### config.mk
export PLATFORM = sky130hd
export DESIGN_NAME = main_ctrl_fsm_flat
export DESIGN_NICKNAME = d
export VERILOG_FILES = /design/src/rtl/rv_ctrl_pkg.sv /design/src/rtl/main_ctrl_fsm_if.sv /design/src/rtl/branch_cond.sv /design/src/rtl/main_ctrl_fsm.sv /design/src/flat_wrapper.sv
export SDC_FILE = /design/constraint.sdc
export NUM_CORES = 1
export LEC_CHECK = 0
export ABC_AREA = 1
export CELL_PAD_IN_SITES_DETAIL_PLACEMENT = 1
export CELL_PAD_IN_SITES_GLOBAL_PLACEMENT = 1
export CORE_ASPECT_RATIO = 1.25
export CORE_MARGIN = 1
export CORE_UTILIZATION = 24
export DETAILED_ROUTE_END_ITERATION = 8
export PLACE_DENSITY = 0.78
export SYNTH_ARGS = -nofsm -noshare
export SYNTH_HDL_FRONTEND = slang
export SYNTH_SLANG_ARGS = --single-unit
### constraint.sdc
create_clock -name clk -period 1.75 [get_ports clk]
set_clock_uncertainty 0.2 [all_clocks]
set_input_delay 0.4375 -clock clk [delete_from_list [all_inputs] [get_ports clk]]
set_output_delay 0.4375 -clock clk [all_outputs]
set_load 0.005 [all_outputs]
### src/rtl/rv_ctrl_pkg.sv
// Shared encodings for the multicycle control FSM: states, opcodes, ALUOp and mux selects.
// The TRAP state exists only when MAIN_CTRL_ILLEGAL_TRAP_EN is defined.
package rv_ctrl_pkg;

  typedef enum logic [3:0] {
    FETCH, DECODE, MEMADR, MEMREAD, MEMWB, MEMWRITE, EXECR, EXECI,
    ALUWB, BRANCH, JAL, JALR, UPPER
`ifdef MAIN_CTRL_ILLEGAL_TRAP_EN
    , TRAP
`endif
  } state_e;

  localparam logic [6:0] OP_LOAD   = 7'b0000011;
  localparam logic [6:0] OP_STORE  = 7'b0100011;
  localparam logic [6:0] OP_RTYPE  = 7'b0110011;
  localparam logic [6:0] OP_ITYPE  = 7'b0010011;
  localparam logic [6:0] OP_BRANCH = 7'b1100011;
  localparam logic [6:0] OP_JAL    = 7'b1101111;
  localparam logic [6:0] OP_JALR   = 7'b1100111;
  localparam logic [6:0] OP_LUI    = 7'b0110111;
  localparam logic [6:0] OP_AUIPC  = 7'b0010111;

  localparam logic [1:0] ALUOP_ADD   = 2'b00;
  localparam logic [1:0] ALUOP_BR    = 2'b01;
  localparam logic [1:0] ALUOP_FUNCT = 2'b10;
  localparam logic [1:0] ALUOP_UPPER = 2'b11;

  localparam logic       ADR_PC     = 1'b0;
  localparam logic       ADR_ALUOUT = 1'b1;

  localparam logic [1:0] SRCA_PC    = 2'b00;
  localparam logic [1:0] SRCA_OLDPC = 2'b01;
  localparam logic [1:0] SRCA_RS1   = 2'b10;

  localparam logic [1:0] SRCB_RS2   = 2'b00;
  localparam logic [1:0] SRCB_IMM   = 2'b01;
  localparam logic [1:0] SRCB_FOUR  = 2'b10;

  localparam logic [1:0] RES_ALUOUT = 2'b00;
  localparam logic [1:0] RES_RDATA  = 2'b01;
  localparam logic [1:0] RES_ALU    = 2'b10;

endpackage

### src/rtl/main_ctrl_fsm_if.sv
// Control bundle between the main FSM (master) and the multicycle datapath (slave).
interface main_ctrl_fsm_if;
  logic [6:0] op;
  logic [2:0] funct3;
  logic       zero;
  logic       lt;
  logic       mem_ready;
  logic       mem_req;
  logic       mem_write;
  logic       ir_write;
  logic       pc_update;
  logic       reg_write;
  logic       adr_src;
  logic [1:0] alu_src_a;
  logic [1:0] alu_src_b;
  logic [1:0] result_src;
  logic [1:0] ALUOp;
  logic       illegal_instr;

  modport master (
    input  op, funct3, zero, lt, mem_ready,
    output mem_req, mem_write, ir_write, pc_update, reg_write,
           adr_src, alu_src_a, alu_src_b, result_src, ALUOp, illegal_instr
  );

  modport slave (
    output op, funct3, zero, lt, mem_ready,
    input  mem_req, mem_write, ir_write, pc_update, reg_write,
           adr_src, alu_src_a, alu_src_b, result_src, ALUOp, illegal_instr
  );
endinterface

### src/rtl/branch_cond.sv
// Branch outcome from funct3 and the ALU compare flags (zero for eq/ne, lt for signed/unsigned lt/ge).
module branch_cond (
  input  logic [2:0] funct3,
  input  logic       zero,
  input  logic       lt,
  output logic       take
);
  always_comb begin
    take = 1'b0;
    case (funct3)
      3'b000:         take = zero;
      3'b001:         take = !zero;
      3'b100, 3'b110: take = lt;
      3'b101, 3'b111: take = !lt;
      default:        take = 1'b0;
    endcase
  end
endmodule

### src/rtl/main_ctrl_fsm.sv
// Moore control FSM for a multicycle RV32I datapath.
// MAIN_CTRL_ILLEGAL_TRAP_EN: undefined opcodes park in TRAP with a sticky illegal_instr; otherwise they are NOPs.
module main_ctrl_fsm
  import rv_ctrl_pkg::*;
(
  input  logic             clk,
  input  logic             rst_n,
  main_ctrl_fsm_if.master  bus
);

  state_e     state_q, state_d;
  logic       take;
  logic       mem_req, mem_write, ir_write, pc_update, reg_write, adr_src;
  logic [1:0] src_a, src_b, res_src, alu_op;

  branch_cond u_branch_cond (
    .funct3 (bus.funct3),
    .zero   (bus.zero),
    .lt     (bus.lt),
    .take   (take)
  );

  always_ff @(posedge clk or negedge rst_n) begin
    if (!rst_n) state_q <= FETCH;
    else        state_q <= state_d;
  end

  always_comb begin
    state_d   = state_q;
    mem_req   = 1'b0;
    mem_write = 1'b0;
    ir_write  = 1'b0;
    pc_update = 1'b0;
    reg_write = 1'b0;
    adr_src   = ADR_PC;
    src_a     = SRCA_PC;
    src_b     = SRCB_RS2;
    res_src   = RES_ALUOUT;
    alu_op    = ALUOP_ADD;
    unique case (state_q)
      FETCH: begin
        mem_req   = 1'b1;
        src_b     = SRCB_FOUR;
        res_src   = RES_ALU;
        ir_write  = bus.mem_ready;
        pc_update = bus.mem_ready;
        if (bus.mem_ready) state_d = DECODE;
      end
      DECODE: begin
        // PC+imm lands in ALUOut here so BRANCH/JAL find their target ready
        src_a = SRCA_OLDPC;
        src_b = SRCB_IMM;
        case (bus.op)
          OP_LOAD, OP_STORE: state_d = MEMADR;
          OP_RTYPE:          state_d = EXECR;
          OP_ITYPE:          state_d = EXECI;
          OP_BRANCH:         state_d = BRANCH;
          OP_JAL:            state_d = JAL;
          OP_JALR:           state_d = JALR;
          OP_LUI, OP_AUIPC:  state_d = UPPER;
`ifdef MAIN_CTRL_ILLEGAL_TRAP_EN
          default:           state_d = TRAP;
`else
          default:           state_d = FETCH;
`endif
        endcase
      end
      MEMADR: begin
        src_a   = SRCA_RS1;
        src_b   = SRCB_IMM;
        state_d = (bus.op == OP_STORE) ? MEMWRITE : MEMREAD;
      end
      MEMREAD: begin
        mem_req = 1'b1;
        adr_src = ADR_ALUOUT;
        if (bus.mem_ready) state_d = MEMWB;
      end
      MEMWB: begin
        res_src   = RES_RDATA;
        reg_write = 1'b1;
        state_d   = FETCH;
      end
      MEMWRITE: begin
        mem_req   = 1'b1;
        adr_src   = ADR_ALUOUT;
        mem_write = 1'b1;
        if (bus.mem_ready) state_d = FETCH;
      end
      EXECR: begin
        src_a   = SRCA_RS1;
        src_b   = SRCB_RS2;
        alu_op  = ALUOP_FUNCT;
        state_d = ALUWB;
      end
      EXECI: begin
        src_a   = SRCA_RS1;
        src_b   = SRCB_IMM;
        alu_op  = ALUOP_FUNCT;
        state_d = ALUWB;
      end
      ALUWB: begin
        reg_write = 1'b1;
        state_d   = FETCH;
      end
      BRANCH: begin
        src_a     = SRCA_RS1;
        src_b     = SRCB_RS2;
        alu_op    = ALUOP_BR;
        pc_update = take;
        state_d   = FETCH;
      end
      JALR: begin
        src_a   = SRCA_RS1;
        src_b   = SRCB_IMM;
        state_d = JAL;
      end
      JAL: begin
        // target already in ALUOut; ALU computes oldPC+4 for the link write
        src_a     = SRCA_OLDPC;
        src_b     = SRCB_FOUR;
        pc_update = 1'b1;
        state_d   = ALUWB;
      end
      UPPER: begin
        src_a   = SRCA_OLDPC;
        src_b   = SRCB_IMM;
        alu_op  = ALUOP_UPPER;
        state_d = ALUWB;
      end
`ifdef MAIN_CTRL_ILLEGAL_TRAP_EN
      TRAP: state_d = TRAP;
`endif
      default: state_d = FETCH;
    endcase

    // state is already FETCH in reset, but its memory request must not leak out
    if (!rst_n) begin
      mem_req   = 1'b0;
      mem_write = 1'b0;
      ir_write  = 1'b0;
      pc_update = 1'b0;
      reg_write = 1'b0;
      adr_src   = ADR_PC;
      src_a     = SRCA_PC;
      src_b     = SRCB_FOUR;
      res_src   = RES_ALU;
      alu_op    = ALUOP_ADD;
    end
  end

  assign bus.mem_req    = mem_req;
  assign bus.mem_write  = mem_write;
  assign bus.ir_write   = ir_write;
  assign bus.pc_update  = pc_update;
  assign bus.reg_write  = reg_write;
  assign bus.adr_src    = adr_src;
  assign bus.alu_src_a  = src_a;
  assign bus.alu_src_b  = src_b;
  assign bus.result_src = res_src;
  assign bus.ALUOp      = alu_op;

`ifdef MAIN_CTRL_ILLEGAL_TRAP_EN
  // TRAP is only left through reset, so decoding it is already sticky
  assign bus.illegal_instr = (state_q == TRAP);
`else
  assign bus.illegal_instr = 1'b0;
`endif

endmodule

### src/flat_wrapper.sv
// flat-port wrapper written by rule: the top's interface ports become plain ports
module main_ctrl_fsm_flat import rv_ctrl_pkg::*;
  (clk, rst_n, bus_op, bus_funct3, bus_zero, bus_lt, bus_mem_ready, bus_mem_req, bus_mem_write, bus_ir_write, bus_pc_update, bus_reg_write, bus_adr_src, bus_alu_src_a, bus_alu_src_b, bus_result_src, bus_ALUOp, bus_illegal_instr);
  main_ctrl_fsm_if bus_i ();
  input  logic clk;
  input  logic rst_n;
  input wire logic [$bits(bus_i.op)-1:0] bus_op;
  input wire logic [$bits(bus_i.funct3)-1:0] bus_funct3;
  input wire logic [$bits(bus_i.zero)-1:0] bus_zero;
  input wire logic [$bits(bus_i.lt)-1:0] bus_lt;
  input wire logic [$bits(bus_i.mem_ready)-1:0] bus_mem_ready;
  output wire logic [$bits(bus_i.mem_req)-1:0] bus_mem_req;
  output wire logic [$bits(bus_i.mem_write)-1:0] bus_mem_write;
  output wire logic [$bits(bus_i.ir_write)-1:0] bus_ir_write;
  output wire logic [$bits(bus_i.pc_update)-1:0] bus_pc_update;
  output wire logic [$bits(bus_i.reg_write)-1:0] bus_reg_write;
  output wire logic [$bits(bus_i.adr_src)-1:0] bus_adr_src;
  output wire logic [$bits(bus_i.alu_src_a)-1:0] bus_alu_src_a;
  output wire logic [$bits(bus_i.alu_src_b)-1:0] bus_alu_src_b;
  output wire logic [$bits(bus_i.result_src)-1:0] bus_result_src;
  output wire logic [$bits(bus_i.ALUOp)-1:0] bus_ALUOp;
  output wire logic [$bits(bus_i.illegal_instr)-1:0] bus_illegal_instr;
  assign bus_i.op = bus_op;
  assign bus_i.funct3 = bus_funct3;
  assign bus_i.zero = bus_zero;
  assign bus_i.lt = bus_lt;
  assign bus_i.mem_ready = bus_mem_ready;
  assign bus_mem_req = bus_i.mem_req;
  assign bus_mem_write = bus_i.mem_write;
  assign bus_ir_write = bus_i.ir_write;
  assign bus_pc_update = bus_i.pc_update;
  assign bus_reg_write = bus_i.reg_write;
  assign bus_adr_src = bus_i.adr_src;
  assign bus_alu_src_a = bus_i.alu_src_a;
  assign bus_alu_src_b = bus_i.alu_src_b;
  assign bus_result_src = bus_i.result_src;
  assign bus_ALUOp = bus_i.ALUOp;
  assign bus_illegal_instr = bus_i.illegal_instr;
  main_ctrl_fsm u_core (.clk(clk), .rst_n(rst_n), .bus(bus_i));
endmodule
==> summary by stage, run 1 <==
Drt
In the final routed layout, each cell accounts on average for slightly above 20 microns. The pre-antenna-repair detailed-routing pass consisted of 4 iterations. After detailed routing, the number of vias per cell comes to around 5. The residual antenna-violating net count after detailed routing is 0. For this block, the via count after detailed routing is 1172. The post-detailed-route DRC marker count is 0.

The wire length after detailed routing is about 4.7 mm. The detailed router finished its first iteration with 37 violations.

Yosys
The synthesis-stage register bit count is 4. The post-synth design cell area is between 600 and 700 sq um. Counting every net in the synthesized netlist gives about 130.

The sequential element share of the synthesized area is 0.1663. The distinct cell type count after synthesis is 18. The Yosys step of the flow raised 0 warnings. After synthesis, the mean cell area works out to 5.100 sq um. The cell count after synthesis came out at approximately 120.

Setup path
The critical path arrival is between 1.5 and 2 ns. STA puts the critical path data required time at about 1.1 ns. The reg-to-reg critical path endpoint is u_core.state_q[2]. In this run the critical register-to-register path is launched from u_core.state_q[1].

Walking the worst path, the cells encountered are inv_2, nor2_4, buf_6, nand2_4, nand2_4, nor2_2, nor2_1, buf_2. For the worst flop-to-flop path, the logic depth is 12. STA classifies the critical path startpoint as a flop.

The category of the most critical setup path is reg -> out. The endpoint type of the worst setup path is an output pin. In this run the register-to-register setup slack is -0.24 ns. Of all nets on the critical path, the largest fanout is 3. The cell repeated most along the worst path is nand2_4. The cell with the biggest individual delay on the critical path is dfrtp_1. The longest individual stage delay on the worst path is roughly 0.43 ns.

Placed design
After legalization and detailed placement, the total HPWL measured between 2 and 2.5 mm. After detailed placement, the total cell area comes to between 0.001 and 0.0015 sq mm. The final weighted congestion in routability-driven placement is roughly 0.85. Input and output buffers added on the ports amount to 28. The cell count after placement is 200.

Global routing
Entering global routing, the biggest net connects 10 pins. The global-route layer with the greatest usage is met2. The number of antenna violations at the first check in global routing is 0. The via count of the first global-routing pass is 1205.

Summed over all layers, the global routing overflow is 0. The met1 demand-to-capacity share in global routing is 0.3212. The met2 track demand over resource in global routing is 0.5635. Across every metal layer, demand over resource in global routing totals 0.2966. The first global-routing pass estimated approximately 5.7 mm of wire.

In the global route stage, met3 resource usage came out at 0.02804.

Floorplan
The die footprint is around 0.0027 sq mm. The initialized floorplan defines 19 standard-cell rows. The count of boundary I/O pins is 30.

The starting utilization of the core area is 0.2637. The total area inside the core boundary comes to 0.002282 sq mm. The die boundary height is just under 60 microns.

The die is 46.79 microns wide.

Layout
The count of nets after finishing is 215. The register with the most flip-flops in the layout has 4 of them. For this run, the share of the core covered by cells in the final layout is 0.6469. The non-filler instance count after layout is 229. The area overhead of the layout relative to synthesis is 145.3%. Ranked by flip-flop count, first place goes to u_core.state_q. The share of final-layout standard cells stronger than drive strength 1 is 0.5657. The number of diodes is 0. Leaving out fill and tap cells, the most frequent cells in the layout are buf_4, nand2_1, nor2_1, buf_6, buf_2. The finished cells cover approximately 0.0015 sq mm. The largest registers in the layout are u_core.state_q (4). Leaving out fill and tap cells, the most frequent cell in the layout is buf_4. The sequential cells in the finished layout cover a total of just over 100 sq um.

Counting the fill cells in the layout gives 298. The multi-input logic area is 579.3 sq um.

Power and ir drop
Across the VDD grid, the largest voltage drop is around 0.9 mV. The analysis attributes to cell leakage a power of 0.0007797 uW. The total design power is 1994 uW.

The total power density per cell area is ~1400 mW/mm^2.

Run status
The final reports fail on negative setup slack. The run finished, with violations left.

Flow run
The number of max-cap violations is 0.

Timing
Setup repair after global routing could not meet its margin everywhere. The count of final hold-check violations was 0. Measured against its own limit, the worst slew margin works out to 0.6666. The final critical delay including setup and external delays is about 2.2 ns. The minimum hold slack is 0.1087 ns.

Once routing completed, OpenROAD measured the worst setup slack at -0.4463 ns. The highest attainable clock frequency is roughly 460 MHz. Dividing the final minimum period by the clock period gives 1.255. At the pin with the least slew margin, the transition time is slightly below 0.5 ns. The setup violation total in the final timing report is 18.

The max-slew violation count came to 0.

Clocking
Clock-pin slew was measured on the worst setup and hold paths at 0.05 ns. CTS built an H-tree with a depth of 1. At the later pin of the worst-skew pair, clock insertion delay measures roughly 0.24 ns. The number of buffers inserted by hold repair at cts is 0. The clock drives 4 sinks. No sink is reached through more buffers than the 2 on the longest clock path. The CTS tree is built.

The number of clock buffers inserted by TritonCTS is 3. The buffer type at the clock tree root is clkbuf_4.

Min path
The path type of the worst min-delay path is in -> async.
[metrics by stage]
step                setup slack (ns)  TNS [ns]
global route                 -0.4910    -5.986
CTS                          -0.3036    -3.000
detailed placement           -0.7860    -10.26
finish                       -0.4463    -5.106
global placement             -0.7547    -9.665
floorplan                    0.05078         0
[how the worst max path moves through the flow]
stage / startpoint / endpoint / slack (ns)
5_1_grt: u_core.state_q[2] / bus_mem_req / -0.49
4_1_cts: u_core.state_q[1] / bus_alu_src_a[0] / -0.30
3_3_place_gp: bus_funct3[0] / bus_pc_update / -0.75
2_1_floorplan: u_core.state_q[1] / bus_pc_update / 0.05
3_5_place_dp: bus_funct3[0] / bus_pc_update / -0.79
6_report: u_core.state_q[2] / bus_mem_req / -0.45
[what timing repair did]
| action | 4_1_cts | 5_1_grt |
|---|---|---|
| setup endpoints to repair | 14 | 17 |
| pin swaps | 20 | 6 |
| gates resized for setup | 109 | 21 |
| buffers inserted | 21 | 7 |
[kinds of logic (layout without fill, tap and decap cells)]
logic type             count (synthesis)  in the layout  synth area share
AND/OR/NAND/NOR                       79             79            0.5634
buffers and inverters                 19             99            0.1372
AO/OA/AOI/OAI                         15             15            0.1268
flip-flops                             4              4            0.1663
other                                  1              1          0.006231
[layout make-up]
cell class                      instances  share of cell area
Timing Repair Buffer                   79              0.4449
Multi-Input combinational cell         95              0.3924
Sequential cell                         4             0.07034
Inverter                               17             0.05085
Tap cell                               31             0.02627
Clock buffer                            3             0.01525
[synthesized netlist by cell type]
master    number  area (sq um)
a21oi_1        8         40.04
a31oi_1        1         6.260
buf_4          1         7.510
buf_6          1         11.26
clkinv_1       1         3.750
conb_1         1         3.750
dfrtp_1        4         100.1
inv_1         13         48.80
inv_2          3         11.26
nand2_1       41         153.9
nand2_2        1         6.260
nand3_1        8         40.04
nand4_1        2         12.51
nor2_1        20         75.07
nor2_2         3         18.77
nor2_4         2         22.52
nor3_1         2         10.01
o21ai_0        6         30.03
[power breakdown]
group,total [uW],switching (uW),internal (uW)
Combinational,1690,836,851
Sequential,185,59.9,125
Clock,122,44.3,77.2
[routing by layer]
metal  wire [microns]  vias up  part of all wire
met2             2390       62              0.51
met4              282        0             0.060
met3              177       26             0.038
met5                0        -                 0
li1                 -      531                 -
met1             1857      553              0.39
[critical path: cells and delay by family, from the launching register on]
kind                   cells  cell delay [ns]
AND/OR/NAND/NOR            5             0.48
flip-flops                 1             0.43
buffers and inverters      3             0.40
Power figures use the tool's default switching activity.
==> run 2, diff against run 1 <==
--- a/config.mk
+++ b/config.mk
@@ -13,6 +13,7 @@
 export CORE_UTILIZATION = 24
 export DETAILED_ROUTE_END_ITERATION = 8
 export PLACE_DENSITY = 0.78
+export REMOVE_ABC_BUFFERS = 1
 export SYNTH_ARGS = -nofsm -noshare
 export SYNTH_HDL_FRONTEND = slang
 export SYNTH_SLANG_ARGS = --single-unit
==> summary by stage, run 2 (synthesis gave the netlist of run 1 again) <==
Setup path
The required time of the critical path came to 1.11 ns (about the same). The critical path arrival is 1.55 ns (was 1.56 ns). The cell with the biggest individual delay on the critical path is dfrtp_2 (was dfrtp_1).

The largest fanout on the critical path is 4 (was 3). The launch instance of the worst register-to-register path is u_core.state_q[0] (was u_core.state_q[1]). The end point of the critical path is bus_alu_src_b[0] (was bus_mem_req). The logic depth of the worst register-to-register path is 7 (was 12). The reg-to-reg critical path endpoint is u_core.state_q[1] (was u_core.state_q[2]). The category of the most critical setup path is reg -> out (unchanged). The startpoint type of the worst setup path is a flop (unchanged). The worst reg-to-reg setup slack is 0.05 ns (was -0.24 ns). Critical Path, Cell by Cell: buf_4, nand2_1, nor2_2, a31oi_2, a21oi_1, buf_2 (was inv_2, nor2_4, buf_6, nand2_4, nand2_4, nor2_2, nor2_1, buf_2).

The longest individual stage delay on the worst path is 0.44 ns (was 0.43 ns). The launching instance or port of the critical path is u_core.state_q[0] (was u_core.state_q[2]). The endpoint type of the worst setup path is an output pin (unchanged).

Timing
The max-slew violation count came to 0 (unchanged). The final critical delay including setup and external delays is 2.191 ns (was 2.196 ns). The final worst-path cycle share is 1.252 (was 1.255). The minimum hold slack is 0.1931 ns (was 0.1087 ns). The highest attainable clock frequency is 456.4 MHz (was 455.3 MHz). The accumulated negative setup slack is -4.586 ns (was -5.106 ns). Setup repair after global routing missed its margin: yes (unchanged). The setup violation total in the final timing report came to 14 (was 18). The final setup slack of the worst path is -0.4411 ns (was -0.4463 ns).

The count of final hold-check violations is 0 (unchanged).

Layout
Registers with the most flip-flops: u_core.state_q (4) (unchanged). The share of final-layout standard cells stronger than drive strength 1 is 0.5579 (was 0.5657). The number of diodes came to 0 (unchanged). Most used cells in the layout excluding fill and tap cells: nand2_1, buf_4, nor2_1, buf_6, buf_2 (was buf_4, nand2_1, nor2_1, buf_6, buf_2).

The number of flip-flops in the largest register came to 4 (unchanged). The largest register by flop count is u_core.state_q (unchanged). The count of nets after finishing was 207 (was 215). The most common library cell in the layout ignoring fill and taps is nand2_1 (was buf_4).

The utilization after layout is 0.6184 (was 0.6469). The non-filler instance count after layout is 221 (was 229). The area overhead of the layout relative to synthesis is 134.5% (was 145.3%).

Min path
The path type of the worst min-delay path is in -> async (unchanged).

Global routing
The via count of the first global-routing pass came to 1238 (was 1205). The global router's overall resource usage was 0.2877 (was 0.2966). The pin count of the biggest net entering global routing is 6 (was 10). The global-route wire length before repair is 5.547 mm (was 5.699 mm). The total overflow reported by the global router was 0 (unchanged). The number of antenna violations at the first check in global routing is 0 (unchanged).

Clocking
The number of buffers inserted by hold repair at cts is 0 (unchanged). The clock latency at the later pin of the worst-skew pair is 0.24 ns (about the same). The register clock-pin slew on the reported worst setup and hold paths is 0.04 ns (was 0.05 ns). The CTS tree is built (unchanged).

The clock sink count was 4 (unchanged). The buffer type at the clock tree root is clkbuf_4 (unchanged). The number of clock buffers inserted by TritonCTS is 3 (unchanged). The H-tree depth was 1 (unchanged). The maximum buffer depth of the clock tree came to 2 (unchanged).

Placed design
The number of buffer cells added on primary ports is 28 (unchanged). The final weighted congestion in routability-driven placement came to 0.8189 (was 0.8484). The cell count after placement was 199 (was 200). The HPWL after detailed placement is 1.966 mm (was 2.002 mm).

Flow run
The number of max-cap violations was 0 (unchanged).

Run status
Result of the run: finished with violations (unchanged). Violations in the final reports: negative setup slack (unchanged).

Drt
The first-pass iteration count of the detailed router was 4 (unchanged). The via count is 1106 (was 1172). The wire length after detailed routing is 4.044 mm (was 4.708 mm). The residual antenna-violating net count after detailed routing is 0 (unchanged). The number of DRC violations after detailed-routing iteration 0 came to 25 (was 37). The average wire per standard cell is 18.30 microns (was 20.56 microns). The via density per instance was 5.005 (was 5.118). The post-detailed-route DRC marker count came to 0 (unchanged).

Power and ir drop
The total design power is 1759 uW (was 1994 uW). The total power density per cell area was 1247 mW/mm^2 (was 1351 mW/mm^2). The highest ir drop seen on vdd is 0.9996 mV (was 0.8845 mV).

The standby leakage power is 0.0007421 uW (was 0.0007797 uW).

Floorplan
The count of boundary I/O pins was 30 (unchanged). The count of standard-cell rows was 19 (unchanged). The die extent in x is 46.79 microns (unchanged). The core box area is 0.002282 sq mm (unchanged). The die boundary height is 57.99 microns (unchanged). The starting utilization of the core area is 0.2637 (unchanged). The die footprint was 0.002713 sq mm (unchanged).
[run 2: changes by cell type in the layout (fill, tap and decap cells not counted), moves of 2 or more]
| cell | before | now |
|---|---|---|
| nor3_1 | 2 | 0 |
| buf_4 | 37 | 29 |
| clkdlybuf4s15_2 | 0 | 2 |
| nor3_2 | 0 | 2 |
| clkdlybuf4s50_1 | 11 | 9 |
[run 2: worst min path at each step]
stage	slack [ns]	startpoint	cells after the start	to
3_3_place_gp	0.44	u_core.state_q[2]	3	u_core.state_q[1]
4_1_cts	0.19	rst_n	3	u_core.state_q[0]
3_5_place_dp	0.48	u_core.state_q[2]	3	u_core.state_q[1]
6_report	0.19	rst_n	3	u_core.state_q[1]
5_1_grt	0.20	rst_n	3	u_core.state_q[1]
2_1_floorplan	-0.06	rst_n	0	u_core.state_q[0]
[run 2: per-layer routing]
metal	wire length [microns]	GRT usage	share of wire	up-vias
met5	0	0	0	-
met4	229	0.1796	0.057	0
met3	197	0.04050	0.049	18
met2	2106	0.5278	0.52	50
met1	1511	0.2835	0.37	520
li1	-	-	-	518
[run 2: timing repair]
item | in CTS | in global routing
setup buffers | 19 | 3
resized for setup | 105 | 29
gates cloned | 1 | 0
setup endpoints to repair | 14 | 18
pin swaps | 19 | 9
[run 2: stage by stage]
step	setup WS, ns	instance area (sq um)
4_1_cts	-0.3166	1314
3_5_place_dp	-0.7616	1082
6_report	-0.4411	1411
2_1_floorplan	0.04987	583.1
3_3_place_gp	-0.7376	1082
5_1_grt	-0.4872	1411
[run 2: report_power, final]
| part | switching [uW] | total (uW) | leakage [uW] | internal (uW) |
|---|---|---|---|---|
| Clock | 42.6 | 120 | 0.0000138 | 77.1 |
| Combinational | 750 | 1460 | 0.000679 | 707 |
| Sequential | 56.9 | 182 | 0.0000490 | 125 |
[run 2: cell type report]
cell class / count / area, sq um
fill: 310 / 870.8
clock buffer: 3 / 22.52
sequential: 4 / 103.9
timing repair inverter: 1 / 5.005
timing repair buffer: 70 / 583.1
inverter: 17 / 72.57
tap: 31 / 38.79
multi-input combinational: 95 / 585.6
[run 2: worst max-delay path, delay by kind of cell (launching register included)]
family | cells | cell delay (ns)
DFF | 1 | 0.44
buffers and inverters | 2 | 0.31
AOI/OAI and AO/OA | 2 | 0.25
and+or+nand+nor | 2 | 0.31
